### src/rtl/peridot_spi_slave.sv
// SPI mode-0 byte slave with an Avalon-MM register window (reg0 data/status, reg1 irq control).
// Optional overrun detection: define PERIDOT_SPI_SLAVE_OVERRUN_EN.
module peridot_spi_slave #(
    parameter logic [7:0] IDLE_TXDATA = 8'hFF
) (
    input  logic        csi_clk,
    input  logic        rsi_reset_n,
    input  logic        avs_address,
    input  logic        avs_read,
    output logic [31:0] avs_readdata,
    input  logic        avs_write,
    input  logic [31:0] avs_writedata,
    output logic        ins_irq,
    input  logic        spi_ss_n,
    input  logic        spi_sclk,
    input  logic        spi_mosi,
    output logic        spi_miso,
    output logic        spi_miso_oe
);

    localparam int unsigned BYTE_W = 8;
    localparam int unsigned CNT_W  = 4;

    // Synchronizer chains; the third stage of ss_n/sclk exists only for edge detection
    logic ss_meta, ss_sync, ss_d;
    logic sclk_meta, sclk_sync, sclk_d;
    logic mosi_meta, mosi_sync;

    logic [BYTE_W-1:0] tx_buf;
    logic              txready;
    logic [BYTE_W-1:0] tx_shift;
    logic [BYTE_W-1:0] rx_shift;
    logic [BYTE_W-1:0] rxdata;
    logic              rxvalid;
    logic              irqena;
    logic              overrun;
    logic [CNT_W-1:0]  bit_cnt;
    logic              byte_done;

    logic ss_fall, ss_rise, sclk_rise, sclk_fall, byte_start, last_rise;
    logic wr_reg0, wr_reg1;
    logic unused_wdata;

    assign ss_fall    = ~ss_sync & ss_d;
    assign ss_rise    = ss_sync & ~ss_d;
    assign sclk_rise  = sclk_sync & ~sclk_d & ~ss_sync;
    assign sclk_fall  = ~sclk_sync & sclk_d & ~ss_sync;
    assign byte_start = ss_fall | (sclk_fall & byte_done);
    assign last_rise  = sclk_rise & (bit_cnt == CNT_W'(BYTE_W - 1));
    assign wr_reg0    = avs_write & ~avs_address;
    assign wr_reg1    = avs_write & avs_address;
    assign unused_wdata = ^avs_writedata;

    always_ff @(posedge csi_clk or negedge rsi_reset_n) begin
        if (!rsi_reset_n) begin
            ss_meta   <= 1'b1;
            ss_sync   <= 1'b1;
            ss_d      <= 1'b1;
            sclk_meta <= 1'b0;
            sclk_sync <= 1'b0;
            sclk_d    <= 1'b0;
            mosi_meta <= 1'b0;
            mosi_sync <= 1'b0;
        end else begin
            ss_meta   <= spi_ss_n;
            ss_sync   <= ss_meta;
            ss_d      <= ss_sync;
            sclk_meta <= spi_sclk;
            sclk_sync <= sclk_meta;
            sclk_d    <= sclk_sync;
            mosi_meta <= spi_mosi;
            mosi_sync <= mosi_meta;
        end
    end

    // Shift engine and TX buffer; a CPU write after a byte-start load overrides the buffer
    always_ff @(posedge csi_clk or negedge rsi_reset_n) begin
        if (!rsi_reset_n) begin
            tx_buf    <= '0;
            txready   <= 1'b1;
            tx_shift  <= '0;
            rx_shift  <= '0;
            bit_cnt   <= '0;
            byte_done <= 1'b0;
            rxdata    <= '0;
        end else begin
            if (ss_rise) begin
                bit_cnt   <= '0;
                rx_shift  <= '0;
                byte_done <= 1'b0;
            end else if (byte_start) begin
                tx_shift  <= txready ? IDLE_TXDATA : tx_buf;
                txready   <= 1'b1;
                bit_cnt   <= '0;
                byte_done <= 1'b0;
            end else if (sclk_fall) begin
                tx_shift <= {tx_shift[BYTE_W-2:0], 1'b0};
            end else if (sclk_rise) begin
                rx_shift <= {rx_shift[BYTE_W-2:0], mosi_sync};
                bit_cnt  <= bit_cnt + CNT_W'(1);
                if (last_rise) begin
                    byte_done <= 1'b1;
                    rxdata    <= {rx_shift[BYTE_W-2:0], mosi_sync};
                end
            end
            if (wr_reg0) begin
                tx_buf  <= avs_writedata[BYTE_W-1:0];
                txready <= 1'b0;
            end
        end
    end

    // Status flags: clear first so a same-cycle set wins
    always_ff @(posedge csi_clk or negedge rsi_reset_n) begin
        if (!rsi_reset_n) begin
            rxvalid <= 1'b0;
            irqena  <= 1'b0;
        end else begin
            if (wr_reg1) begin
                irqena <= avs_writedata[15];
                if (avs_writedata[8]) rxvalid <= 1'b0;
            end
            if (last_rise && !ss_rise) rxvalid <= 1'b1;
        end
    end

`ifdef PERIDOT_SPI_SLAVE_OVERRUN_EN
    always_ff @(posedge csi_clk or negedge rsi_reset_n) begin
        if (!rsi_reset_n) begin
            overrun <= 1'b0;
        end else begin
            if (wr_reg1 && avs_writedata[10]) overrun <= 1'b0;
            if (last_rise && rxvalid) overrun <= 1'b1;
        end
    end
`else
    assign overrun = 1'b0;
`endif

    always_comb begin
        avs_readdata = '0;
        if (avs_read) begin
            if (!avs_address) begin
                avs_readdata = {20'd0, ~ss_sync, overrun, txready, rxvalid, rxdata};
            end else begin
                avs_readdata = {16'd0, irqena, 4'd0, overrun, 1'b0, rxvalid, 8'd0};
            end
        end
    end

    assign ins_irq     = irqena & (rxvalid | overrun);
    assign spi_miso    = tx_shift[BYTE_W-1];
    assign spi_miso_oe = ~ss_sync;

endmodule

### config.mk
export PLATFORM = sky130hd
export DESIGN_NAME = peridot_spi_slave
export DESIGN_NICKNAME = d
export VERILOG_FILES = /design/src/rtl/peridot_spi_slave.sv
export SDC_FILE = /design/constraint.sdc
export NUM_CORES = 1
export LEC_CHECK = 0
export ABC_AREA = 1
export CAP_MARGIN = 20
export CORE_AREA = 2 2 56 97
export DETAILED_ROUTE_END_ITERATION = 10
export DIE_AREA = 0 0 58 99
export PLACE_DENSITY = 0.88
export REMOVE_ABC_BUFFERS = 1
export SLEW_MARGIN = 5
export SYNTH_ARGS = -nofsm -noshare
export SYNTH_HDL_FRONTEND = slang
export SYNTH_SLANG_ARGS = --single-unit
### constraint.sdc
create_clock -name csi_clk -period 1.8 [get_ports csi_clk]
set_clock_uncertainty 0.2 [all_clocks]
set_input_delay 0.36 -clock csi_clk [delete_from_list [all_inputs] [get_ports csi_clk]]
set_output_delay 0.36 -clock csi_clk [all_outputs]
set_load 0.02 [all_outputs]
==> implementation parameters <==
Parameter                              Value

Clock network
  Sink count of the clock tree    47
  Post-CTS Setup Inserts    0
  CTS H-tree lvls    2
  Cts bufs inserted    5
  Clock root cell    clkbuf_8
  Clock-pin slew on the worst setup and hold paths    0.08 ns
  Clock tree from TritonCTS    yes
  Clock insertion delay at the later pin of the skew report    0.29 ns
  Clock buffer depth    2

Floorplan
  Placeable Area    4930 um2
  Floorplan die height    99 um
  Number of primary I/O pins    75
  Floorplan die width    58 um
  Initial cell density of the core    44.0%
  Site Rows    34
  Total die area    5740 um2

Timing
  Final setup viols    0
  Number of pins with negative max-slew slack in the final report    0
  Worst hold-check slack    0.151 ns
  Unrepaired setup endpoints after global routing    no
  Total Neg Setup Slack    0 ns
  Hold Fails Final Rpt    0
  Final min period    1.71 ns
  Max Clock Freq    583 MHz
  Period utilisation layout    95.2%

Critical path
  Crit. End Element    primary output
  CP required    1.24 ns
  Worst EP arrival    1.15 ns
  CP endpoint    avs_readdata[11]
  Standard cell with the maximum stage delay on the critical path    dfstp_2
  Maximum single-stage delay on the critical path    0.57 ns
  Reg2Reg Depth    7
  Critical Path Source Type    register
  Crit Reg-Reg Startpoint    ss_sync
  Cell Chain, Critical Path    nor2_1, clkdlybuf4s15_2
  Worst setup path class    reg2out
  Crit Path Max Fanout    3
  R2R Path End    bit_cnt[0]
  First element of the critical path    ss_sync
  R2R setup slack    0.12 ns

Logic synthesis
  Fraction of the mapped netlist area in compound gates    5.64%
  Fraction of the mapped netlist area in simple logic gates    25.6%
  Synthesized-area fraction occupied by xor and xnor cells    0.403%
  Post-Synth Adder-Cell Area    0.576%
  Combinational family with the most area after synthesis    simple AND/OR/NAND/NOR gates
  Register area share after synthesis    54.3%
  Number of synthesized flops with an enable pin    0
  Area share of the leading cell type in the synthesized netlist    49.5%
  Most frequent cells after synthesis    68 x nand2_1, 43 x dfrtp_1, 32 x nand3_1
  Most repeated cell in the gate-level netlist after synthesis    nand2_1
  Ys async rst share    100%
  Number of flip-flops and latches in the synthesized netlist    47
  Cells taking the most area after synthesis    dfrtp_1 50%, nand2_1 12%, nand3_1 7.4%, buf_4 7.3%, dfstp_2 4.8%
  Synth unique cells    27
  Main synth FF type    dfrtp_1
  Cells after Synth    243
  Number of warning messages in the yosys log    0
  Cell area after synthesis    2170 um2
  Cell accounting for the most synthesized area    dfrtp_1
  Multiplexer fraction of the synthesized cell area    0.461%
  Mean cell area of the mapped netlist    8.94 um2

Route
  Drt initial violations    40
  Post-route antenna net violation count    0
  Average wire per standard cell    12.1 um
  Number of vias in the routed layout    1,671
  Via density    4.84
  Number of iterations in the first detailed-routing pass    4
  Final Routed Wirelength    4.18 mm
  Post-route DRC    0

GRT
  Largest net degree at the start of global routing    33
  GR Overflow Total    0
  Number of antenna violations at the first check in global routing    0
  Wire length of the first global-routing pass    7.31 mm
  Global Route Usage Sum    16.0%
  Number of global-route vias before repair    1,680

Placed design
  Dpl cells    336
  Number of buffer cells added on primary ports    32
  Final HPWL from detailed placement    3.13 mm
  Placer's final routability congestion estimate    0.793
  Placed Area    2560 um2

Final layout
  Final non-filler cell area    2610 um2
  Non-filler cells, final    345
  Filler Cell Count    458
  Area growth, synth to finish    20.1%
  Antenna diode count    0
  Number of nets in the finished design    331
  Fraction of final layout cells sized beyond drive strength 1    17.5%

Power
  Worst IR drop on VDD    0.000647 V
  Ratio of total power to cell area    800 nW/um2
  Leak    1.35 nW

Status
  Run status    complete, no violations

Hold path
  Class of the tightest hold or removal check    reg2reg

Run
  Number of violations of the max-capacitance limit    0
-- flip-flops by register name, indices dropped and copies added, names as in the netlist, 4 cells and up --
signal and flops:
tx_shift 8, tx_buf 8, bit_cnt 4, rx_shift 7
rxdata 8
-- cell usage in the layout (no fill, tap or decap), types with 2 or more instances in the layout --
cell type and instances:
conb_1 20, nand3_1 31, buf_2 9, nor2_1 11, a21oi_1 3, nand2_2 4, nand4_1 5, dlygate4sd2_1 5
clkdlybuf4s50_1 14, buf_4 12, dfstp_2 4, buf_12 2, nand2_1 66, inv_1 19, dfrtp_1 43, inv_2 5
nand3_2 2, o211ai_1 7, clkbuf_8 5, o21ai_0 2, o21ai_1 6
-- area by class of cell --
| type | count | area, um2 | area share, % |
|---|---|---|---|
| flip-flops and latches | 47 | 1180 | 45.2 |
| multi-input cells | 166 | 798 | 30.6 |
| repair buffers | 45 | 385 | 14.8 |
| inverters | 25 | 93.8 | 3.59 |
| clock buffers | 6 | 72.6 | 2.78 |
| well taps | 54 | 67.6 | 2.59 |
| clock inverters | 2 | 12.5 | 0.479 |
-- worst max-delay path, delay by kind of cell (launching register included) --
family	cells	cell delay, ns
AND/OR/NAND/NOR	1	0.05
buffers and inverters	1	0.25
flip-flops	1	0.57
-- what timing repair did --
item                       4_1_cts  5_1_grt
setup endpoints to repair       16        8
gates resized for setup         55        4
hold endpoints to repair        15        0
hold buffers                     1        0
gates cloned                     0        0
-- how the worst min path moves through the flow --
stage,startpoint,end,slack (ns),depth (start not counted)
after floorplan,rsi_reset_n,bit_cnt[0],-0.14,0
after global routing,sclk_meta,sclk_sync,0.16,0
after global placement,rsi_reset_n,rxdata[7],0.10,1
after CTS,sclk_meta,sclk_sync,0.15,0
after detailed placement,rsi_reset_n,rxdata[7],0.11,1
final,sclk_meta,sclk_sync,0.15,0
-- per-stage QoR --
step	setup WS [ns]	power, mW	utilization (%)
3_5_place_dp	-0.621	1.50	51.9
4_1_cts	0.0212	2.10	52.8
3_3_place_gp	-0.569	1.49	51.9
5_1_grt	0.0311	2.19	52.9
6_report	0.0859	2.09	52.9
2_1_floorplan	0.0709	1.36	-
-- report_power, final --
group / internal [mW] / switching [mW] / leakage, nW
Combinational: 0.116 / 0.180 / 0.710
Clock: 0.272 / 0.338 / 0.0412
Sequential: 1.14 / 0.0463 / 0.600
-- per-layer routing --
layer / routed length [um] / track usage (%) / part of all wire, % / vias to the layer above
met5: 0 / 0 / 0 / -
met4: 70 / 5.37 / 1.7 / 0
met3: 198 / 3.02 / 4.7 / 8
met2: 2340 / 30.0 / 56 / 59
met1: 1560 / 17.4 / 37 / 770
li1: - / - / - / 834
-- cell families (layout without fill, tap and decap cells) --
logic type | Yosys count | count (layout)
compound gates | 20 | 20
xor+xnor | 1 | 1
fa+ha+maj | 1 | 1
buf+inv | 49 | 78
flops | 47 | 47
mux | 1 | 1
other cells | 1 | 20
simple gates | 123 | 123
Note: power is estimated with default switching activity, not from simulation.
==> patch: new RTL, config.mk and constraints unchanged <==
Add an input register stage for `avs_address`, `avs_read`, `avs_write`, `spi_ss_n` and `spi_mosi`; this delays them by one clock. The other inputs are not delayed to match.
--- a/src/rtl/peridot_spi_slave.sv
+++ b/src/rtl/peridot_spi_slave.sv
@@ -22,2 +22,16 @@
     localparam int unsigned CNT_W  = 4;
+
+    logic avs_address_q;
+    logic avs_read_q;
+    logic avs_write_q;
+    logic spi_ss_n_q;
+    logic spi_mosi_q;
+
+    always_ff @(posedge csi_clk) begin
+        avs_address_q <= avs_address;
+        avs_read_q    <= avs_read;
+        avs_write_q   <= avs_write;
+        spi_ss_n_q    <= spi_ss_n;
+        spi_mosi_q    <= spi_mosi;
+    end
 
@@ -49,4 +63,4 @@
     assign last_rise  = sclk_rise & (bit_cnt == CNT_W'(BYTE_W - 1));
-    assign wr_reg0    = avs_write & ~avs_address;
-    assign wr_reg1    = avs_write & avs_address;
+    assign wr_reg0    = avs_write_q & ~avs_address_q;
+    assign wr_reg1    = avs_write_q & avs_address_q;
     assign unused_wdata = ^avs_writedata;
@@ -64,3 +78,3 @@
         end else begin
-            ss_meta   <= spi_ss_n;
+            ss_meta   <= spi_ss_n_q;
             ss_sync   <= ss_meta;
@@ -70,3 +84,3 @@
             sclk_d    <= sclk_sync;
-            mosi_meta <= spi_mosi;
+            mosi_meta <= spi_mosi_q;
             mosi_sync <= mosi_meta;
@@ -141,4 +155,4 @@
         avs_readdata = '0;
-        if (avs_read) begin
-            if (!avs_address) begin
+        if (avs_read_q) begin
+            if (!avs_address_q) begin
                 avs_readdata = {20'd0, ~ss_sync, overrun, txready, rxvalid, rxdata};
Behaviour: not the same (a bounded check fails within 4 cycles, from zero or initial values and one cycle with rsi_reset_n low).
==> patch against the unedited design <==
Wire length fell by 1.0%. Setup slack got worse by 34 ps. Area after synthesis rose by 9.2%. Total power rose by 12%. Highest routed layer unchanged. Cell area rose by 7.3%. Sequential cell count rose by 5. Die area did not move. First-iteration DRC count fell by 38%. Final cell count rose by 1.7%.
==> patch: results (changes against the unedited design) <==
| Metric | Value |
|---|---|
| R2r worst-path depth | 7 (unchanged) |
| Sequential-to-total area share from yosys stat | 54.0% (-0.37 points) |
| Post-synth top cells | nand2_1 (67), dfrtp_1 (43), nand3_1 (34) |
| Crit-path slowest cell | dfxtp_1 |
| Pin count of the biggest net entering global routing | 33 (unchanged) |
| NumNets Final | 337 (+1.8%) |
| Pre-Repair DR Iteration Count | 4 (unchanged) |
| Layout cells sized above 1 | 19.5% (+2.0 points) |
| CP Launch Point | avs_address_q |
| CTS buffer count | 5 (unchanged) |
| CP max stage delay | 320 ps (-250 ps) |
| CP delay by family, top | buffers and inverters |
| Core box area | 0.00493 mm2 (unchanged) |
| GP Congestion | 0.760 (-4.1%) |
| Synth Warn # | 0 (unchanged) |
| Antenna violations before repair | 0 (unchanged) |
| Synth Instances | 252 (+3.7%) |
| N_diodes | 0 (unchanged) |
| Prevailing post-synth register cell | dfrtp_1 |
| Leakage | 1.40 nW (+3.5%) |
| Gr usage total | 17.0% (+1.0 points) |
| Setup slack, reg-to-reg | 120 ps (about the same) |
| CP Max Fanout | 8 (+5) |
| Clk slew on worst S/H paths | 90 ps |
| HP Class | flip-flop to flip-flop |
| FFs w/ async S/R, synth | 90.4% (-9.6 points) |
| Crit path to | avs_readdata[3] |
| Regs by FF count | rxdata: 8 flops, tx_buf: 8 flops, tx_shift: 8 flops |
| Clk root buf | clkbuf_8 |
| Number of DRC markers in iteration 0 | 25 (-38%) |
| Routed via count | 1,729 (+3.5%) |
| Post-DP HPWL | 3180 um (+1.5%) |
| IR drop worst, VDD | 0.580 mV (-10%) |
| Status | finished, final reports clean |
| Port Buf Inserts | 32 (unchanged) |
| Clk buf depth | 2 (unchanged) |
| Worst r2r src | ss_sync |
| Htree depth | 2 (unchanged) |
| Critical path arrival | 1190 ps (+40 ps) |
| Number of distinct library cells after synthesis | 33 (+22%) |
| Latest clock arrival within the worst-skew pair | 310 ps (+20 ps) |
| Global-route wire length before repair | 7450 um (+2.0%) |
| R2r endpoint | rxdata[0] |
| Synth area leaders | dfrtp_1 (45%), nand2_1 (11%), nand3_1 (7.2%), buf_4 (6.3%), dfstp_2 (4.4%) |
| Final Non-Filler Cells | 351 (+1.7%) |
| Final wirelength | 4130 um (-1.0%) |
-- patch: changes by cell type after synthesis, moves of 2 or more --
cell     unedited run  this run
dfxtp_1             0         5
o21ai_1             6         1
nand2_4             0         4
inv_1              21        18
nand4_1             5         2
nor2_1             12        15
nor2_4              0         3
nand3_1            32        34
-- patch: power by group --
group | leakage [nW] | switching [W] | internal [W]
Combinational | 0.714 | 0.000195 | 0.000128
Sequential | 0.641 | 0.0000632 | 0.00126
Clock | 0.0445 | 0.000368 | 0.000313
-- patch: worst min path at each step --
stage	start	endpoint	slack (ps)	cells past startpoint
2_1_floorplan	rsi_reset_n	bit_cnt[0]	-140	0
5_1_grt	spi_ss_n_q	ss_meta	110	0
6_report	spi_ss_n_q	ss_meta	100	0
4_1_cts	spi_ss_n_q	ss_meta	100	0
3_3_place_gp	spi_ss_n_q	ss_meta	80	0
3_5_place_dp	spi_ss_n_q	ss_meta	90	0
-- patch: routing by layer --
layer / global-route usage, % / share of wire, % / vias up
li1: - / - / 850
met4: 9.84 / 2.4 / 0
met2: 30.0 / 56 / 42
met5: 0 / 0 / -
met1: 17.8 / 37 / 829
met3: 4.07 / 4.4 / 8
-- patch: stage by stage --
| step | setup TNS, ps | hold slack, ps | instance area [um2] | utilization, % | setup WS (ps) |
|---|---|---|---|---|---|
| 2_1_floorplan | 0 | -136 | 2240 | - | 188 |
| 3_3_place_gp | -359 | 85.0 | 2720 | 55.1 | -63.5 |
| 3_5_place_dp | -616 | 91.0 | 2720 | 55.1 | -108 |
| 4_1_cts | 0 | 104 | 2770 | 56.2 | 0.00677 |
| 5_1_grt | -24.5 | 112 | 2800 | 56.8 | -9.53 |
| 6_report | 0 | 101 | 2800 | 56.8 | 51.9 |
-- patch: logic make-up after synthesis --
| logic type | share of synthesized area [%] |
|---|---|
| xor gates and xnor gates | 0.738 |
| adders and majority gates | 0.527 |
| AOI/OAI and AO/OA | 4.43 |
| other | 0.158 |
| and+or+nand+nor | 27.9 |
| buffers and inverters | 12.3 |
| DFF | 54.0 |
-- patch: cell type report --
cell class / count / area, um2
Fill cell: 425 / 2130
Clock buffer: 7 / 86.3
Inverter: 23 / 88.8
Sequential cell: 52 / 1280
Multi-Input combinational cell: 171 / 880
Timing Repair Buffer: 43 / 392
Clock inverter: 1 / 7.51
Tap cell: 54 / 67.6
-- patch: repair_timing --
action,in CTS,in global routing
endpoints found under the setup margin,15,13
hold endpoints to repair,16,0
setup buffers,1,0
gates resized for setup,46,18
pin swaps,0,0
hold buffers,1,0
